**config.mk**
```make
export PLATFORM = sky130hd
export DESIGN_NAME = dma_controller
export DESIGN_NICKNAME = d
export VERILOG_FILES = /design/src/rtl/dma_defs.sv /design/src/rtl/dma_controller.sv
export SDC_FILE = /design/constraint.sdc
export NUM_CORES = 1
export LEC_CHECK = 0
export ABC_CLOCK_PERIOD_IN_PS = 1800
export CAP_MARGIN = 20
export CORE_UTILIZATION = 35
export DETAILED_ROUTE_END_ITERATION = 12
export GPL_ROUTABILITY_DRIVEN = 1
export HOLD_SLACK_MARGIN = 0.15
export PLACE_DENSITY = 0.8
export REMOVE_ABC_BUFFERS = 1
export SYNTH_ARGS = -nofsm -noshare
export SYNTH_HDL_FRONTEND = slang
export SYNTH_SLANG_ARGS = --single-unit
```
**constraint.sdc**
```tcl
create_clock -name clk -period 1.8 [get_ports clk]
set_clock_uncertainty 0.1 [all_clocks]
set_input_delay 0.54 -clock clk [delete_from_list [all_inputs] [get_ports clk]]
set_output_delay 0.54 -clock clk [all_outputs]
set_load 0.1 [all_outputs]
```
**src/rtl/dma_defs.sv**
```systemverilog
// Shared DMA definitions: bus/device geometry and controller state encoding.
// Used by the controller, the device model and the CPU-side DMA logic.
package dma_defs;

    localparam int WORD_SIZE      = 16;
    localparam int DEVICE_BIT_LEN = 2;
    localparam int DATA_SIZE      = 3;

    typedef enum logic [2:0] {
        ST_IDLE,
        ST_REQ,
        ST_FETCH,
        ST_WRITE,
        ST_NEXT,
        ST_DONE
    } dma_state_t;

endpackage

```
**src/rtl/dma_controller.sv**
```systemverilog
// DMA sequencer: moves 4-word device blocks into memory under a held bus grant,
// ending each command with a one-cycle dma_end pulse.
module dma_controller #(
    parameter int WORD_SIZE      = dma_defs::WORD_SIZE,
    parameter int DEVICE_BIT_LEN = dma_defs::DEVICE_BIT_LEN,
    parameter int DATA_SIZE      = dma_defs::DATA_SIZE
) (
    input  logic                      clk,
    input  logic                      reset,
    input  logic                      cmd_valid,
    input  logic [WORD_SIZE-1:0]      cmd_addr,
    input  logic [WORD_SIZE-1:0]      cmd_length,
    output logic                      cmd_ready,
    output logic                      br,
    input  logic                      bg,
    output logic [DEVICE_BIT_LEN-1:0] offset,
    input  logic [4*WORD_SIZE-1:0]    dev_data,
    output logic                      mem_write,
    output logic [WORD_SIZE-1:0]      mem_addr,
    output logic [4*WORD_SIZE-1:0]    mem_wdata,
    input  logic                      mem_ack,
    output logic                      dma_end
);
    import dma_defs::*;

    localparam int K_W  = $clog2(DATA_SIZE + 1);
    localparam int LB_W = WORD_SIZE - 2;

    // Word count to block count; a partial trailing block is dropped and the
    // result saturates at the device capacity.
    function automatic logic [K_W-1:0] sat_blocks(input logic [WORD_SIZE-1:0] len);
        logic [LB_W-1:0] lb;
        lb = len[WORD_SIZE-1:2];
        if (lb > LB_W'(DATA_SIZE))
            return K_W'(DATA_SIZE);
        return lb[K_W-1:0];
    endfunction

    dma_state_t             r_state;
    dma_state_t             w_state_nxt;
    logic [K_W-1:0]         r_k;
    logic [K_W-1:0]         r_blocks;
    logic [K_W-1:0]         w_k_inc;
    logic [K_W-1:0]         w_blocks;
    logic [WORD_SIZE-1:0]   r_addr;
    logic [4*WORD_SIZE-1:0] r_wdata;
    logic                   w_accept;

    assign w_accept = (r_state == ST_IDLE) && cmd_valid;
    assign w_blocks = sat_blocks(cmd_length);
    assign w_k_inc  = r_k + 1'b1;

    always_ff @(posedge clk) begin
        if (reset)
            r_state <= ST_IDLE;
        else
            r_state <= w_state_nxt;
    end

    always_comb begin
        w_state_nxt = r_state;
        case (r_state)
            ST_IDLE: begin
                if (cmd_valid)
                    w_state_nxt = (w_blocks == '0) ? ST_DONE : ST_REQ;
            end
            ST_REQ: begin
                if (bg)
                    w_state_nxt = ST_FETCH;
            end
            ST_FETCH: w_state_nxt = ST_WRITE;
            ST_WRITE: begin
                if (mem_ack)
                    w_state_nxt = ST_NEXT;
            end
            // A grant withdrawn mid-block is only honoured here, between blocks.
            ST_NEXT: begin
                if (w_k_inc == r_blocks)
                    w_state_nxt = ST_DONE;
                else if (bg)
                    w_state_nxt = ST_FETCH;
                else
                    w_state_nxt = ST_REQ;
            end
            ST_DONE:  w_state_nxt = ST_IDLE;
            default:  w_state_nxt = ST_IDLE;
        endcase
    end

    // Block index, running write address (wraps modulo 2^WORD_SIZE) and block data.
    always_ff @(posedge clk) begin
        if (reset) begin
            r_k      <= '0;
            r_blocks <= '0;
            r_addr   <= '0;
            r_wdata  <= '0;
        end else begin
            if (w_accept) begin
                r_k      <= '0;
                r_blocks <= w_blocks;
                r_addr   <= cmd_addr;
            end
            if (r_state == ST_FETCH)
                r_wdata <= dev_data;
            if (r_state == ST_NEXT) begin
                r_k    <= w_k_inc;
                r_addr <= r_addr + WORD_SIZE'(4);
            end
        end
    end

    assign cmd_ready = (r_state == ST_IDLE);
    assign br        = (r_state == ST_REQ) || (r_state == ST_FETCH) ||
                       (r_state == ST_WRITE) || (r_state == ST_NEXT);
    assign mem_write = (r_state == ST_WRITE);
    assign dma_end   = (r_state == ST_DONE);
    assign offset    = DEVICE_BIT_LEN'(r_k);
    assign mem_addr  = r_addr;
    assign mem_wdata = r_wdata;

endmodule

```
==> impl_metrics.env, run 1 <==
export IMPL_synth_area_leaders="dfxtp_1 (50%), nand2_1 (17%), a21oi_1 (11%)"
export IMPL_row_count=36
export IMPL_overflow=0
export IMPL_finalPower_mw=5.90
export IMPL_ant_nets=0
export IMPL_slew_headroom_pct=72.8
export IMPL_combPwrFrac_pct=36.1
export IMPL_synth_xor_area_share_pct=0.499
export IMPL_yosysTopAreaCell="dfxtp_1"
export IMPL_worst_pin_slew_ns=0.408
export IMPL_critPathBufInv=3
export IMPL_status="complete, but fails checks"
export IMPL_dp_hpwl_um=9140
export IMPL_cp_max_fo=3
export IMPL_synthMuxAreaShare_pct=1.21
export IMPL_cts_tree="yes"
export IMPL_antenna_found_initial=0
export IMPL_crit_slowest_cell="dfxtp_2"
export IMPL_start_util_pct=36.1
export IMPL_synth_simple_area_share_pct=27.1
export IMPL_fin_util_pct=71.9
export IMPL_synthAdderAreaFrac_pct=0.357
export IMPL_seqPwrFrac_pct=36.8
export IMPL_yosys_most_used_dff="dfxtp_1"
export IMPL_first_global_vias=3898
export IMPL_firstDrtPassIters=5
export IMPL_crit_start="r_state[1]"
export IMPL_cts_buffers=9
export IMPL_max_vdd_ir_drop_v=0.000480
export IMPL_p_int_mw=3.74
export IMPL_rsz0062_at_grt="yes"
export IMPL_vias_per_cell=5.12
export IMPL_clk_latency_ns=0.35
export IMPL_critPathTopFamily="buffers and inverters"
export IMPL_wl_met2_um=6730
export IMPL_grt_pass1_wl_um=19200
export IMPL_num_vias=4078
export IMPL_setup_viol_count_final=6
export IMPL_synth_common_cells="nand2_1 (155), dfxtp_1 (87), a21oi_1 (75)"
export IMPL_period_minus_slack_ns=2.09
export IMPL_postSynthAreaPerCell_um2=7.78
export IMPL_swShare_pct=36.6
export IMPL_synth_distinct_cells=43
export IMPL_crit_path_frequent_cell="buf_6"
export IMPL_p_per_area_nw_per_um2=843
export IMPL_postCtsHoldBufs=0
export IMPL_clk_pin_slew_ns=0.09
export IMPL_ys_warn_count=0
export IMPL_drt_wl_total_um=13000
export IMPL_pin_count=187
export IMPL_synth_top_cell_area_share_pct=49.6
export IMPL_synth_edf_count=0
export IMPL_synth_area_um2=3510
export IMPL_hold_ws_ns=0.398
export IMPL_path_class="flop to primary output"
export IMPL_io_buffers=184
export IMPL_critPathArrivalTime_ns=1.45
export IMPL_grt_max_degree=65
export IMPL_layout_drive_gt1_share_pct=27.7
export IMPL_crit_path_start_kind="flop"
export IMPL_worst_path_largest_cell_delay_ns=0.34
export IMPL_wl_per_cell_um=16.3
export IMPL_netlist_instances=451
export IMPL_clock_sinks=87
export IMPL_ctsRootBufferMaster="clkbuf_8"
export IMPL_m1WireLength_um=4800
export IMPL_crit_chain="or2_4 -> buf_6 -> nor2_4 -> buf_6 -> buf_12"
export IMPL_yosysMostFrequentCell="nand2_1"
export IMPL_timing_final_crit_share_pct=116
export IMPL_syn_to_final_growth_pct=99.5
export IMPL_synthArstFlopShare_pct=0
export IMPL_met3_wirelength_um=1180
export IMPL_grt_use_total_pct=23.9
export IMPL_p_sw_mw=2.16
export IMPL_die_x_um=102
export IMPL_ys_seq_area_share_pct=49.6
export IMPL_synth_compound_area_share_pct=17.0
export IMPL_drv_slew=0
export IMPL_highest_layer="met4"
export IMPL_layout_nets=761
export IMPL_end_kind="primary output"
export IMPL_timing_fmax_mhz=479
export IMPL_setup_ws_ns=-0.286
export IMPL_timing_hold_worst_class="flop to flop"
export IMPL_die_height_um=102
export IMPL_reg2reg_from="r_state[0]"
export IMPL_maxCapViolCount=0
export IMPL_drc=0
export IMPL_core_um2=9730
export IMPL_dr_first_iter_drc_count=128
export IMPL_htreeDepth=3
export IMPL_timing_final_hold_violations=0
export IMPL_clockBufferDepth=2
export IMPL_clkPwrFrac_pct=27.1
export IMPL_synth_top_family_by_area="simple AND/OR/NAND/NOR gates"
export IMPL_num_antenna_cells=0
export IMPL_ys_ff_latch=87
export IMPL_p_leak_nw=2.64
export IMPL_critical_path_required_ns=1.16
export IMPL_violations="negative setup slack"
export IMPL_place_gp_congestion=0.875
export IMPL_hp_start="mem_wdata[19]"
export IMPL_dieArea_um2=10400
==> routing by layer <==
layer / up-vias / track usage, %
li1: 1946 / -
met1: 1904 / 26.1
met2: 203 / 44.0
met3: 25 / 6.50
met4: 0 / 9.12
met5: - / 0
==> cell type report <==
class / instances / area (um2)
timing repair buffer: 230 / 3110
inverter: 4 / 15.0
fill: 665 / 2730
multi-input combinational: 327 / 1720
sequential: 87 / 1750
tap: 133 / 166
clock inverter: 6 / 97.6
clock buffer: 10 / 138
==> worst paths after layout <==
path	depth (start not counted)	endpoint	slack, ns
max	5	cmd_ready	-0.29
min	2	mem_wdata[19]	0.40
min reg2reg	2	mem_wdata[19]	0.40
max reg2reg	8	mem_addr[3]	-0.10
==> cell usage in the layout (no fill, tap or decap), types with 3 or more instances in the layout <==
| cell | n |
|---|---|
| dfxtp_2 | 5 |
| inv_1 | 4 |
| buf_4 | 31 |
| dlygate4sd2_1 | 12 |
| nand2_1 | 151 |
| nor2_2 | 3 |
| dfxtp_1 | 82 |
| nand3_1 | 4 |
| a31oi_1 | 11 |
| nor2_1 | 9 |
| clkbuf_8 | 10 |
| or3_1 | 4 |
| nand2_2 | 3 |
| buf_2 | 4 |
| nor3_1 | 6 |
| nor4_1 | 3 |
| inv_6 | 3 |
| o21ai_1 | 3 |
| clkdlybuf4s50_1 | 84 |
| o21ai_0 | 3 |
| a21oi_1 | 75 |
| buf_12 | 90 |
| nand4_1 | 5 |
| buf_6 | 6 |
==> kinds of logic (layout without fill, tap and decap cells) <==
logic type,count (synthesis),after routing
simple gates,213,213
mux,4,4
buf+inv,37,250
compound gates,107,107
xor+xnor,2,2
fa+ha+maj,1,1
flops,87,87
==> sequential cells by signal, indices dropped and copies added (netlist names) <==
| signal | count |
|---|---|
| mem_addr | 16 |
| offset | 2 |
| r_blocks | 2 |
| mem_wdata | 64 |
| r_state | 3 |
==> per-stage QoR <==
step	area, um2	setup TNS, ns	instances	setup WS (ns)
2_1_floorplan	3380	-30.08	418	-1.20
3_3_place_gp	6540	-6.53	768	-0.429
3_5_place_dp	6540	-7.26	768	-0.498
4_1_cts	6890	-0.964	790	-0.294
5_1_grt	7000	-1.42	797	-0.356
6_report	7000	-0.845	797	-0.286
==> worst min-delay path, stage by stage (launching register included) <==
cell     delay (ns)
dfxtp_1        0.34
nand2_1        0.06
a21oi_1        0.05
==> power groups by stage <==
stage               Combinational, mW  Clock [mW]  Sequential (mW)
global placement                 2.00           0             2.20
detailed placement               2.03           0             2.21
CTS                              2.09        1.62             2.17
global route                     2.21        1.71             2.19
finish                           2.13        1.60             2.17
floorplan                       0.352           0             2.92
==> repair_timing <==
| item | 4_1_cts | 5_1_grt |
|---|---|---|
| cloned | 0 | 2 |
| setup buffers | 6 | 7 |
| resized for setup | 37 | 23 |
| pin swaps | 13 | 11 |
| setup endpoints to repair | 10 | 21 |
(Power assumes the default switching activity.)
==> run 2, diff against run 1 <==
ABC_CLOCK_PERIOD_IN_PS = 2500   (was 1800)
CAP_MARGIN = unset   (was 20)
CORE_UTILIZATION = 42   (was 35)
CTS_CLUSTER_SIZE = 14   (was unset)
PLACE_DENSITY = 0.89   (was 0.8)
clock period = 2.5 ns   (was 1.8 ns; I/O delays follow)
==> run 2 against run 1 <==
  * First-iteration DRC count increased by 15%
  * Global-route usage up 0.76 points
  * Largest cell class unchanged
  * Sequential share of layout area grew 6.6 points
  * Hold slack lost 0.041 ns
  * Sequential power shrank 29%
  * Die area down 16%
  * Non-clock buffer count down 33
  * The run now ends clean
==> impl_metrics.env, run 2 (synthesis gave the netlist of run 1 again) <==
export IMPL_clockBufferDepth=2
export IMPL_fillers=618
export IMPL_die_x_um=93.4
export IMPL_max_vdd_ir_drop_v=0.000411
export IMPL_die_height_um=93.4
export IMPL_grt_pass1_wl_um=17200
export IMPL_start_util_pct=44.5
export IMPL_maxCapViolCount=0
export IMPL_r2r_end="mem_addr[15]"
export IMPL_setup_viol_count_final=0
export IMPL_timing_final_crit_share_pct=95.5
export IMPL_syn_to_final_growth_pct=57.6
export IMPL_worst_pin_slew_ns=0.490
export IMPL_first_global_vias=3691
export IMPL_clock_sinks=87
export IMPL_p_per_area_nw_per_um2=693
export IMPL_timing_fmax_mhz=419
export IMPL_num_vias=3799
export IMPL_clkPwrFrac_pct=28.2
export IMPL_reg2reg_from="r_state[2]"
export IMPL_status="completed"
export IMPL_layout_drive_gt1_share_pct=19.8
export IMPL_dr_first_iter_drc_count=147
export IMPL_cts_buffers=9
export IMPL_place_gp_congestion=0.801
export IMPL_reg2reg_depth=3
export IMPL_grt_max_degree=61
export IMPL_end_kind="primary output"
export IMPL_layout_nets=728
export IMPL_grt_use_total_pct=24.7
export IMPL_hp_start="mem_wdata[10]"
export IMPL_reg2reg_slack_ns=0.47
export IMPL_critical_path_required_ns=1.65
export IMPL_postCtsHoldBufs=0
export IMPL_largest_reg_flops=64
export IMPL_htreeDepth=3
export IMPL_num_antenna_cells=0
export IMPL_finalPower_mw=3.83
export IMPL_final_common_cell="nand2_1"
export IMPL_timing_hold_worst_class="flop to flop"
export IMPL_critPathArrivalTime_ns=1.54
export IMPL_seqPwrFrac_pct=39.9
export IMPL_final_cell_mix="nand2_1 (154), clkdlybuf4s50_1 (97), buf_4 (93)"
export IMPL_swShare_pct=37.2
export IMPL_postCtsSetupBuffers=0
export IMPL_ctsRootBufferMaster="clkbuf_8"
export IMPL_crit_start="r_state[1]"
export IMPL_pin_count=187
export IMPL_dieArea_um2=8720
export IMPL_hold_depth=2
export IMPL_clk_pin_slew_ns=0.09
export IMPL_firstDrtPassIters=4
export IMPL_slew_headroom_pct=67.3
export IMPL_core_um2=7890
export IMPL_wl_per_cell_um=14.8
export IMPL_rsz0062_at_grt="no"
export IMPL_antenna_found_initial=0
export IMPL_crit_slowest_cell="or2_2"
export IMPL_drt_wl_total_um=10800
export IMPL_p_leak_nw=2.15
export IMPL_timing_final_hold_violations=0
export IMPL_io_buffers=184
export IMPL_cp_max_fo=7
export IMPL_crit_chain="or2_2 -> nand2_1 -> nor2b_2 -> buf_12"
export IMPL_fin_util_pct=70.1
export IMPL_cts_resized=0
export IMPL_path_class="flop to primary output"
export IMPL_min_to="mem_wdata[10]"
export IMPL_combPwrFrac_pct=31.9
export IMPL_p_sw_mw=1.43
export IMPL_clk_latency_ns=0.34
export IMPL_row_count=32
export IMPL_vias_per_cell=5.18
export IMPL_crit_path_start_kind="flop"
export IMPL_drv_slew=0
export IMPL_period_minus_slack_ns=2.39
export IMPL_worst_path_largest_cell_delay_ns=0.38
export IMPL_overflow=0
export IMPL_drc=0
export IMPL_dp_hpwl_um=8070
export IMPL_cts_tree="yes"
export IMPL_ant_nets=0
export IMPL_p_int_mw=2.40
run 2: cell count changes in the layout (fill, tap and decap cells not counted), sizes merged:
cell and delta:
buf -33, clkdlybuf4s50 +13, dlygate4sd2 -12, clkinvlp +2, inv -2, dlymetal6s2s -1
run 2: power by group through the flow:
stage	Sequential (mW)	Clock, mW	Combinational (mW)
after floorplan	2.10	0	0.253
after global placement	1.55	0	1.21
after detailed placement	1.56	0	1.22
after CTS	1.53	1.10	1.22
after global routing	1.54	1.17	1.28
final	1.53	1.08	1.22
run 2: cell type report:
type,instances,area [um2],area share [%]
repair buffers,197,1790,32.5
flip-flops and latches,87,1740,31.5
multi-input cells,327,1630,29.4
clock buffers,10,128,2.31
well taps,102,128,2.31
clock inverters,6,92.6,1.67
inverters,4,15.0,0.272
run 2: how the worst max path moves through the flow:
stage / endpoint / slack [ns] / depth (start not counted)
3_5_place_dp: r_state[2] / -0.06 / 5
5_1_grt: br / 0.04 / 4
3_3_place_gp: r_state[2] / 0.04 / 5
6_report: br / 0.11 / 4
4_1_cts: br / 0.02 / 3
2_1_floorplan: br / -0.71 / 3
run 2: worst max-delay path, delay by kind of cell, from the launching register on:
| kind | cells | cell delay [ns] |
|---|---|---|
| DFF | 1 | 0.32 |
| buffers and inverters | 1 | 0.19 |
| and+or+nand+nor | 3 | 0.68 |
run 2: through the flow:
step	TNS [ns]	setup WS [ns]	hold WS, ns	instance area [um2]	std cells
after floorplan	-1.05	-0.709	0.383	3380	418
after global placement	0	0.0405	0.342	5300	717
after detailed placement	-0.0577	-0.0577	0.347	5300	717
after CTS	0	0.0179	0.359	5520	733
after global routing	0	0.0421	0.381	5530	733
final	0	0.113	0.357	5530	733
run 2: per-layer routing:
layer / up-vias / routed length (um) / global-route usage, %
met2: 169 / 5420 / 44.7
met5: - / 0 / 0
met4: 0 / 212 / 7.69
met1: 1734 / 4180 / 27.8
met3: 18 / 1000 / 7.07
li1: 1878 / - / -
==> run 3, diff against run 2 <==
--- a/config.mk
+++ b/config.mk
@@ -15,2 +15,3 @@
 export REMOVE_ABC_BUFFERS = 1
+export SLEW_MARGIN = 0
 export SYNTH_ARGS = -nofsm -noshare
--- a/constraint.sdc
+++ b/constraint.sdc
@@ -4,2 +4,2 @@
 set_output_delay 0.75 -clock clk [all_outputs]
-set_load 0.1 [all_outputs]
+set_load 0.05 [all_outputs]
==> run 3 against run 2 <==
  * Clock power is 9% lower
  * Sequential share of layout area is 1.1 points lower
  * Register-to-register slack better by 0.04 ns
  * Global-route usage hardly changed
  * Highest routed layer unchanged
  * Hold slack better by 0.0014 ns
==> impl_metrics.env, run 3 (synthesis gave the netlist of run 1 again) <==
export IMPL_tns_ns=0
export IMPL_dp_hpwl_um=8060
export IMPL_hp_start="mem_wdata[50]"
export IMPL_critPathArrivalTime_ns=1.62
export IMPL_final_cell_mix="clkdlybuf4s50_1 (171), nand2_1 (154), dfxtp_1 (86)"
export IMPL_die_x_um=93.4
export IMPL_num_antenna_cells=0
export IMPL_die_height_um=93.4
export IMPL_crit_chain="clkdlybuf4s50_1"
export IMPL_timing_fmax_mhz=405
export IMPL_crit_path_start_kind="flop"
export IMPL_num_vias=3807
export IMPL_vias_per_cell=5.20
export IMPL_row_count=32
export IMPL_r2r_end="mem_wdata[36]"
export IMPL_worst_path_largest_cell_delay_ns=0.86
export IMPL_critPathBufInv=1
export IMPL_grt_max_degree=65
export IMPL_largest_reg_flops=64
export IMPL_min_to="mem_wdata[50]"
export IMPL_hold_depth=2
export IMPL_status="completed"
export IMPL_htreeDepth=3
export IMPL_overflow=0
export IMPL_core_um2=7890
export IMPL_start_util_pct=44.5
export IMPL_grt_pass1_wl_um=17000
export IMPL_drc=0
export IMPL_reg2reg_from="r_state[0]"
export IMPL_cts_tree="yes"
export IMPL_drv_slew=0
export IMPL_p_leak_nw=2.09
export IMPL_reg2reg_slack_ns=0.51
export IMPL_antenna_found_initial=0
export IMPL_setup_ws_ns=0.0290
export IMPL_grt_use_total_pct=24.7
export IMPL_clk_latency_ns=0.35
export IMPL_worst_pin_slew_ns=0.799
export IMPL_timing_final_hold_violations=0
export IMPL_dr_first_iter_drc_count=152
export IMPL_wl_per_cell_um=15.1
export IMPL_fin_util_pct=72.7
export IMPL_dp_slack_ns=-0.0473
export IMPL_layout_nets=728
export IMPL_clockBufferDepth=2
export IMPL_clk_pin_slew_ns=0.09
export IMPL_finalPower_mw=3.45
export IMPL_io_buffers=184
export IMPL_slew_headroom_pct=46.8
export IMPL_dieArea_um2=8720
export IMPL_setup_viol_count_final=0
export IMPL_hold_ws_ns=0.359
export IMPL_ctsRootBufferMaster="clkbuf_8"
export IMPL_drt_wl_total_um=11000
export IMPL_ant_nets=0
export IMPL_critPathTopFamily="buffers and inverters"
export IMPL_rsz0062_at_grt="no"
export IMPL_crit_slowest_cell="clkdlybuf4s50_1"
export IMPL_critical_path_required_ns=1.65
export IMPL_period_minus_slack_ns=2.47
export IMPL_pin_count=187
export IMPL_timing_final_crit_share_pct=98.8
export IMPL_end_kind="primary output"
export IMPL_fillers=556
export IMPL_firstDrtPassIters=5
export IMPL_maxCapViolCount=0
export IMPL_postCtsSetupBuffers=0
export IMPL_clock_sinks=87
export IMPL_first_global_vias=3532
export IMPL_cp_max_fo=4
export IMPL_final_common_cell="clkdlybuf4s50_1"
export IMPL_cts_buffers=9
export IMPL_p_per_area_nw_per_um2=602
export IMPL_path_class="flop to primary output"
export IMPL_reg2reg_depth=6
export IMPL_syn_to_final_growth_pct=63.4
export IMPL_place_gp_congestion=0.817
export IMPL_max_vdd_ir_drop_v=0.000396
export IMPL_timing_hold_worst_class="flop to flop"
export IMPL_layout_drive_gt1_share_pct=6.98
run 3: changes by cell type in the layout (fill, tap and decap cells not counted), sizes merged:
cell	delta
clkinv	+2
dlymetal6s2s	+6
clkdlybuf4s50	+74
bufinv	-1
inv	-1
buf	-81
clkbuf	-1
dlygate4sd2	+1
run 3: layer usage:
| layer | wire, um | track usage (%) | up-vias | part of all wire [%] |
|---|---|---|---|---|
| li1 | - | - | 1877 | - |
| met1 | 4510 | 28.0 | 1754 | 41 |
| met2 | 5580 | 45.4 | 164 | 51 |
| met3 | 797 | 6.34 | 12 | 7.2 |
| met4 | 149 | 7.05 | 0 | 1.4 |
| met5 | 0 | 0 | - | 0 |
run 3: worst register-to-register path: cells and delay by family (launching register included):
family	cells	cell delay (ns)
AO/OA/AOI/OAI	1	0.14
buffers and inverters	2	0.44
flip-flops	1	0.31
AND/OR/NAND/NOR	3	0.93
run 3: cell type report:
type / count / area (um2) / area share, %
inverters: 4 / 15.0 / 0.262
repair buffers: 197 / 2020 / 35.3
clock inverters: 6 / 71.3 / 1.24
clock buffers: 9 / 124 / 2.16
flip-flops and latches: 87 / 1740 / 30.4
well taps: 102 / 128 / 2.23
multi-input cells: 327 / 1630 / 28.4
run 3: worst max path at each step:
stage                     cells past startpoint           end      startpoint  slack [ns]
final                                         1     offset[1]       offset[1]        0.03
after detailed placement                      5    r_state[2]  cmd_length[15]       -0.05
after global placement                        5    r_state[2]  cmd_length[13]        0.03
after floorplan                               3            br      r_state[0]      -0.007
after CTS                                     1  mem_addr[12]    mem_addr[12]       0.006
after global routing                          1   mem_addr[6]     mem_addr[6]       0.003
run 3: power by group:
group	internal [mW]	switching, mW
Clock	0.463	0.518
Sequential	1.47	0.0564
Combinational	0.393	0.553
Total	2.33	1.13
run 3: timing repair:
action / CTS / global route
hold buffers: 0 / 0
endpoints found under the setup margin: 1 / 7
resized for setup: 1 / 8
run 3: stage by stage:
step | std cells | area (um2)
6_report | 732 | 5730
5_1_grt | 732 | 5730
4_1_cts | 732 | 5710
3_5_place_dp | 717 | 5520
3_3_place_gp | 717 | 5520
2_1_floorplan | 418 | 3380
